<file path="config.mk">
export PLATFORM = sky130hd
export DESIGN_NAME = pipelined_addsub
export DESIGN_NICKNAME = d
export VERILOG_FILES = /design/src/rtl/addsub_pkg.sv /design/src/rtl/addsub_segment.sv /design/src/rtl/pipelined_addsub.sv
export SDC_FILE = /design/constraint.sdc
export NUM_CORES = 1
export LEC_CHECK = 0
export ABC_AREA = 1
export CAP_MARGIN = 20
export CORE_MARGIN = 2
export CORE_UTILIZATION = 40
export DETAILED_ROUTE_END_ITERATION = 16
export GPL_TIMING_DRIVEN = 0
export SYNTH_ARGS = -nofsm -noshare
export SYNTH_HDL_FRONTEND = slang
export SYNTH_HIERARCHICAL = 1
export SYNTH_SLANG_ARGS = --single-unit
</file>
<file path="constraint.sdc">
create_clock -name clk -period 7.9 [get_ports clk]
set_input_delay 1.185 -clock clk [delete_from_list [all_inputs] [get_ports clk]]
set_output_delay 1.185 -clock clk [all_outputs]
set_load 0.05 [all_outputs]
</file>
<file path="src/rtl/addsub_pkg.sv">
// addsub_pkg: mode constants and configuration helpers
// shared by pipelined_addsub and its carry-chain segments.
package addsub_pkg;

  localparam logic ADD = 1'b0;
  localparam logic SUB = 1'b1;

  function automatic int seg_width(
    input int width,
    input int stages
  );
    return (stages > 0) ? width / stages : width;
  endfunction

  function automatic bit cfg_ok(
    input int width,
    input int stages
  );
    return (stages >= 1) && (width % stages == 0);
  endfunction

endpackage

</file>
<file path="src/rtl/addsub_segment.sv">
// addsub_segment: combinational SEG-bit slice of the carry chain,
// also exposing the carry into its top bit for overflow detection.
module addsub_segment #(
  parameter int SEG = 8
) (
  input  logic [SEG-1:0] a,
  input  logic [SEG-1:0] b,
  input  logic           cin,
  output logic [SEG-1:0] sum,
  output logic           cout,
  output logic           msb_cin
);

  logic [SEG:0] full;

  assign full = {1'b0, a} + {1'b0, b} + (SEG+1)'(cin);
  assign sum  = full[SEG-1:0];
  assign cout = full[SEG];
  // sum bit = a ^ b ^ carry-in, so the carry-in falls out directly
  assign msb_cin = a[SEG-1] ^ b[SEG-1] ^ full[SEG-1];

endmodule

</file>
<file path="src/rtl/pipelined_addsub.sv">
// pipelined_addsub: STAGES-deep carry-chain add/sub, valid/ready on both
// sides. ADDSUB_SATURATE_EN enables signed saturation of out_sum.
module pipelined_addsub
  import addsub_pkg::*;
#(
  parameter int WIDTH  = 32,
  parameter int STAGES = 4
) (
  input  logic             clk,
  input  logic             rst,
  input  logic             in_valid,
  output logic             in_ready,
  input  logic [WIDTH-1:0] in_a,
  input  logic [WIDTH-1:0] in_b,
  input  logic             in_sub,
  output logic             out_valid,
  input  logic             out_ready,
  output logic [WIDTH-1:0] out_sum,
  output logic             out_cout,
  output logic             out_ovf
);

  localparam int SEG  = seg_width(WIDTH, STAGES);
  localparam int LAST = STAGES - 1;

  if (!cfg_ok(WIDTH, STAGES)) begin : g_cfg_err
    $error("pipelined_addsub: WIDTH must be a multiple of STAGES");
  end

  logic             adv;
  logic [WIDTH-1:0] b_eff;

  logic [SEG-1:0] seg_a  [STAGES];
  logic [SEG-1:0] seg_b  [STAGES];
  logic [SEG-1:0] seg_s  [STAGES];
  logic           seg_ci [STAGES];
  logic           seg_co [STAGES];
  logic           seg_mc [STAGES];

  logic [WIDTH-1:0] opa_d [STAGES];
  logic [WIDTH-1:0] opa_q [STAGES];
  logic [WIDTH-1:0] opb_d [STAGES];
  logic [WIDTH-1:0] opb_q [STAGES];
  logic [WIDTH-1:0] sum_d [STAGES];
  logic [WIDTH-1:0] sum_q [STAGES];

  logic [STAGES-1:0] vld_d, vld_q;
  logic [STAGES-1:0] cy_d, cy_q;
  logic              ovf_d, ovf_q;

  assign out_valid = vld_q[LAST];
  assign adv       = !out_valid || out_ready;
  assign in_ready  = adv;
  assign b_eff     = (in_sub == SUB) ? ~in_b : in_b;

  for (genvar k = 0; k < STAGES; k++) begin : g_seg
    addsub_segment #(.SEG(SEG)) u_seg (
      .a       (seg_a[k]),
      .b       (seg_b[k]),
      .cin     (seg_ci[k]),
      .sum     (seg_s[k]),
      .cout    (seg_co[k]),
      .msb_cin (seg_mc[k])
    );
  end

  // Operands travel right-shifted so each stage
  // always consumes the bottom SEG bits.
  always_comb begin
    seg_a[0]  = in_a[SEG-1:0];
    seg_b[0]  = b_eff[SEG-1:0];
    seg_ci[0] = in_sub;
    for (int k = 1; k < STAGES; k++) begin
      seg_a[k]  = opa_q[k-1][SEG-1:0];
      seg_b[k]  = opb_q[k-1][SEG-1:0];
      seg_ci[k] = cy_q[k-1];
    end
  end

  // Sum segments enter at the top and drift down one
  // segment per stage, landing in place at the last stage.
  always_comb begin
    opa_d[0] = in_a >> SEG;
    opb_d[0] = b_eff >> SEG;
    sum_d[0] = WIDTH'(seg_s[0]) << (WIDTH - SEG);
    cy_d[0]  = seg_co[0];
    vld_d[0] = in_valid;
    for (int k = 1; k < STAGES; k++) begin
      opa_d[k] = opa_q[k-1] >> SEG;
      opb_d[k] = opb_q[k-1] >> SEG;
      sum_d[k] = (sum_q[k-1] >> SEG)
               | (WIDTH'(seg_s[k]) << (WIDTH - SEG));
      cy_d[k]  = seg_co[k];
      vld_d[k] = vld_q[k-1];
    end
    ovf_d = seg_mc[LAST] ^ seg_co[LAST];
`ifdef ADDSUB_SATURATE_EN
    if (ovf_d) begin
      sum_d[LAST] = sum_d[LAST][WIDTH-1]
                  ? {1'b0, {(WIDTH-1){1'b1}}}
                  : {1'b1, {(WIDTH-1){1'b0}}};
    end
`endif
  end

  always_ff @(posedge clk) begin
    if (rst) begin
      vld_q <= '0;
      cy_q  <= '0;
      ovf_q <= 1'b0;
      for (int k = 0; k < STAGES; k++) begin
        opa_q[k] <= '0;
        opb_q[k] <= '0;
        sum_q[k] <= '0;
      end
    end else if (adv) begin
      vld_q <= vld_d;
      cy_q  <= cy_d;
      ovf_q <= ovf_d;
      for (int k = 0; k < STAGES; k++) begin
        opa_q[k] <= opa_d[k];
        opb_q[k] <= opb_d[k];
        sum_q[k] <= sum_d[k];
      end
    end
  end

  assign out_sum  = sum_q[LAST];
  assign out_cout = cy_q[LAST];
  assign out_ovf  = ovf_q;

endmodule

</file>
Word-level counts from Yosys, hierarchy flattened
Memories as Yosys holds them, arrays and structs flattened.
Cells that the tools add are included.
- register bits after elaboration: 9
- bits in writable memories: 320
- bits of input ports: 69
- output and inout bits: 36
- logic and storage cells: 53
- memories: 3
- $add $sub $neg: 8
- multiplexer cells: 18
- bitwise logic cells: 19
- reduce and logical (&&, ||, !) cells: 2
- memories (name ; words ; width ; rd ports ; clocked after Yosys merged registers in ; write ports ; RTL line ; RTL):
    sum_q ; 4 ; 32 ; 4 ; 0 ; 4 ; pipelined_addsub.sv:45 ; logic [WIDTH-1:0] sum_q [STAGES];
    opa_q ; 4 ; 24 ; 3 ; 0 ; 4 ; pipelined_addsub.sv:41 ; logic [WIDTH-1:0] opa_q [STAGES];
    opb_q ; 4 ; 24 ; 3 ; 0 ; 4 ; pipelined_addsub.sv:43 ; logic [WIDTH-1:0] opb_q [STAGES];
- operators by type and width (cell ; count):
    $mux W24 ; 8
    $mux W32 ; 5
    $or A24 B32 Y32 ; 3
    $add A8 B8 Y9 ; 4
    $add A9 B1 Y9 ; 4
    $not A32 Y32 ; 1
    $or A1 B1 Y1 ; 12
    $mux W1 ; 5
    $xor A1 B1 Y1 ; 3
    $logic_not A1 Y1 ; 1
    $logic_or A1 B1 Y1 ; 1

Logic depth before layout (Yosys ltp)
- depth in word-level cells: 6
- gate-level depth with buffers: 13
- depth with buffers taken out: 13

Modules after synthesis
Netlist, hierarchy kept.
- modules (own cells, without submodules) (module ; instances ; cells each ; area an instance (µm²) ; seq. area each (µm²)):
    pipelined_addsub ; 1 ; 606 ; 7297.0 ; 5465.2
    addsub_segment at g_seg[2].u_seg ... ; 2 ; 59 ; 370.4 ; 0.0
    addsub_segment at g_seg[0].u_seg ... ; 2 ; 59 ; 357.8 ; 0.0

Worst setup path after synthesis
OpenSTA, ideal clock, no wires.
- kind: input-to-reg
- start point: input port rst
- end point: memory opa_q[0][0] (netlist bit) (enable)
- library setup time: 1877 ps
- data arrival time: 5214 ps
- data required time: 6023 ps
- path slack: 810 ps
- cell stages on the path: 2
- path buffers: 0
- cells stage by stage: inv_2 nand3_1
- RTL lines (item ; RTL line ; RTL):
    from (decl) ; pipelined_addsub.sv:10 ; input logic rst,
    to (decl) ; pipelined_addsub.sv:41 ;

Worst setup path after layout
- start point: input port out_ready
- end point: output port in_ready
- longest elaborated chain between the ends: 1
- RTL lines (item ; RTL line ; RTL):
    from (decl) ; pipelined_addsub.sv:17 ; input logic out_ready,
    $logic_or A1 B1 Y1 ; pipelined_addsub.sv:52 ; assign adv = !out_valid || out_ready;
    to (decl) ; pipelined_addsub.sv:12 ; output logic in_ready,
Every way passes these cells.

==> reports/summary.txt <==
crit path launch type: primary input
sw power: 0.000559 W
GRT overflow: 0
top cells by area, synth: edfxtp_1 (60%), inv_1 (8.2%), nor2_1 (7.9%), nand2_1 (4.8%), ha_1 (4.0%)
# Max-Cap Violations: 0
root buf cell: clkbuf_16
Port Buffer Count: 104
DRC viols: 0
worst hold path class: reg -> reg
Vias per Instance: 4.27
crit-path cells: clkdlybuf4s50_1 -> inv_1 -> nand2_1 -> buf_4 -> clkdlybuf4s50_1
fin cells: 1262
Synth Warn #: 6
number of global-route vias before repair: 5166
cells on worst reg2reg path: 10
die area: 23100 um2
WL/cell: 11.9 um
Hold Crit Start: out_ovf$_SDFFE_PP0P_
outcome: completed
Hold Path End: out_ovf$_SDFFE_PP0P_
Slowest-stage cell, CP: clkdlybuf4s50_1
RSZ-0062 raised after global routing: no
#FFs+latches synth: 185
post-synthesis sequential area ratio: 0.624
Reg power frac: 0.499
Worst Tran Pin Value: 0.582 ns
VDD IR max: 120 uV
Max Freq: 0.244 GHz
Clock Sinks: 185
Critical Path RT: 6.71 ns
Syn Area/Cell: 10.4 um2
CP dominant cell by count: clkdlybuf4s50_1
post-CTS resize count: 0
reg2reg start: opa_q[0][24]$_SDFFCE_PN0P_
# setup viols final: 0
r2r setup slk: 5.70 ns
Period Utilization, post-route: 0.519
Final Util: 0.502
Comb pwr share: 0.122
# rows: 54
Leak: 4.87 nW
fraction of layout cells with a size suffix above 1: 0.0795
CP arrival: 2.91 ns
final hold viol count: 0
post-synth net total: 947
CP max stage delay: 0.85 ns
# fillers: 1979
total chip power: 0.00233 W
initial drt markers: 265
Placed Cells: 1229
Worst Skew: 0.0139 ns
total CTS buffers: 17
Net Sw Frac: 0.239
Min Clock Period, post-route: 4.10 ns
crit-path max FO: 10
Hold Crit Depth: 2
post-synth cell types: 22
largest net degree at the start of global routing: 62
PwrDens: 215 nW/um2
reg2reg end: sum_q[0][70]$_SDFFCE_PN0P_
Pre-Repair DR Iteration Count: 4
post-synthesis cell count: 842
hold_buf cts: 0
via count: 5387
first-pass GRT wire length: 25000 um
register area: 5470 um2
Initial Util: 0.405
Routed Antenna Nets: 0
hold slack: 0.452 ns
top cell type's share of synthesized area: 0.604
post-synth top area cell: edfxtp_1
post-CTS setup buffer count: 0
Worst-Skew Late Latency: 0.43 ns
Int Pwr: 0.00177 W
Die H: 152 um
Reg clk slew, reported paths: 0.06 ns
Synth-to-Final Area Change: 23.9%
Die X: 152 um
final net count: 1073
gr usage total: 0.138
initial antenna violation count: 1
CP endpoint kind: output port
Synth Cell Area: 8750 um2
WS Path Type: in -> out
footprint of the multi-input gates: 2410 um2
clock buffer depth: 2
I/O pin total: 105
GPL Wtd Cong: 0.827
core area: 21600 um2
Clock Power Share: 0.379
DP Wirelength: 10800 um
H-tree depth: 4
CTS tree: built
Max Slew Vio Count: 0
max_slew headroom: 0.611
Routed WL: 15100 um
-- critical path, delay by kind of cell --
| kind | cells | cell delay [ns] |
|---|---|---|
| buf+inv | 4 | 1.62 |
| simple gates | 1 | 0.10 |
-- state kept, by name, indices dropped and copies added (netlist names) --
| register | count |
|---|---|
| opa_q | 48 |
| sum_q | 80 |
| out_ovf | 1 |
| vld_q | 4 |
| cy_q | 4 |
| opb_q | 48 |
-- how the worst max path moves through the flow --
stage,from,endpoint,slack [ns]
floorplan,rst,opa_q[0][0]$_SDFFCE_PN0P_,0.81
global placement,rst,opa_q[0][17]$_SDFFCE_PN0P_,-2.10
detailed placement,out_ready,in_ready,3.78
CTS,out_ready,in_ready,3.78
global route,out_ready,in_ready,3.75
finish,out_ready,in_ready,3.80
-- layout make-up --
class,instances,area share
Antenna cell,1,0.000231
Sequential cell,185,0.504
Inverter,193,0.0668
Tap cell,280,0.0323
Clock buffer,17,0.0392
Multi-Input combinational cell,440,0.222
Buffer,24,0.0152
Clock inverter,15,0.0175
Timing Repair Buffer,107,0.102
-- power by group through the flow --
stage                     Combinational (W)  Sequential, W  Clock [W]
after floorplan                    0.000163        0.00121          0
after global placement             0.000282        0.00119          0
after detailed placement           0.000287        0.00119          0
after CTS                          0.000289        0.00117   0.000911
after global routing               0.000321        0.00117   0.000947
final                              0.000284        0.00117   0.000884
-- cells in the mapped netlist (all sizes together) --
library cell	number
dfxtp	9
a21oi	14
nand3	26
nand3b	6
nor2	187
inv	193
nand2	120
fa	8
xor2	14
o21ai	1
xnor2	30
edfxtp	176
buf	24
or2	6
ha	28
-- per-stage QoR --
stage | setup WS [ns] | instance area (um2) | TNS [ns]
finish | 3.80 | 10800 | 0
global route | 3.75 | 10800 | 0
CTS | 3.78 | 10800 | 0
detailed placement | 3.78 | 10200 | 0
global placement | -2.10 | 10100 | -369.95
floorplan | 0.810 | 8750 | 0
-- cells in the final DEF, fill, tap and decap left out, types with 2 or more instances in the layout --
cell type and count:
nand3_1 21, a21oi_2 4, inv_6 5, bufinv_16 3
nand2_1 113, buf_2 6, nand3b_1 6, edfxtp_1 176
xor2_1 14, xnor2_1 30, nand3_2 4, clkinv_1 2
dfxtp_1 9, a21oi_1 10, inv_1 192, fa_1 8
nor2_2 2, nand2_2 7, nor2_1 185, ha_1 28
buf_4 18, or2_1 4, buf_12 2, or2_4 2
clkbuf_16 17, clkdlybuf4s50_1 104
-- cell families after synthesis --
| family | after synthesis | synth area share |
|---|---|---|
| AOI/OAI and AO/OA | 15 | 0.0103 |
| and+or+nand+nor | 345 | 0.161 |
| DFF | 185 | 0.624 |
| adders and majority gates | 36 | 0.0583 |
| buffers and inverters | 217 | 0.102 |
| xor gates and xnor gates | 44 | 0.0440 |
-- metal layers --
layer	vias to the layer above	wire length [um]	GRT usage
li1	2845	-	-
met4	0	207	0.0436
met3	11	542	0.0339
met2	75	8020	0.251
met5	-	0	0
met1	2456	6300	0.161
(Power assumes the default switching activity.)
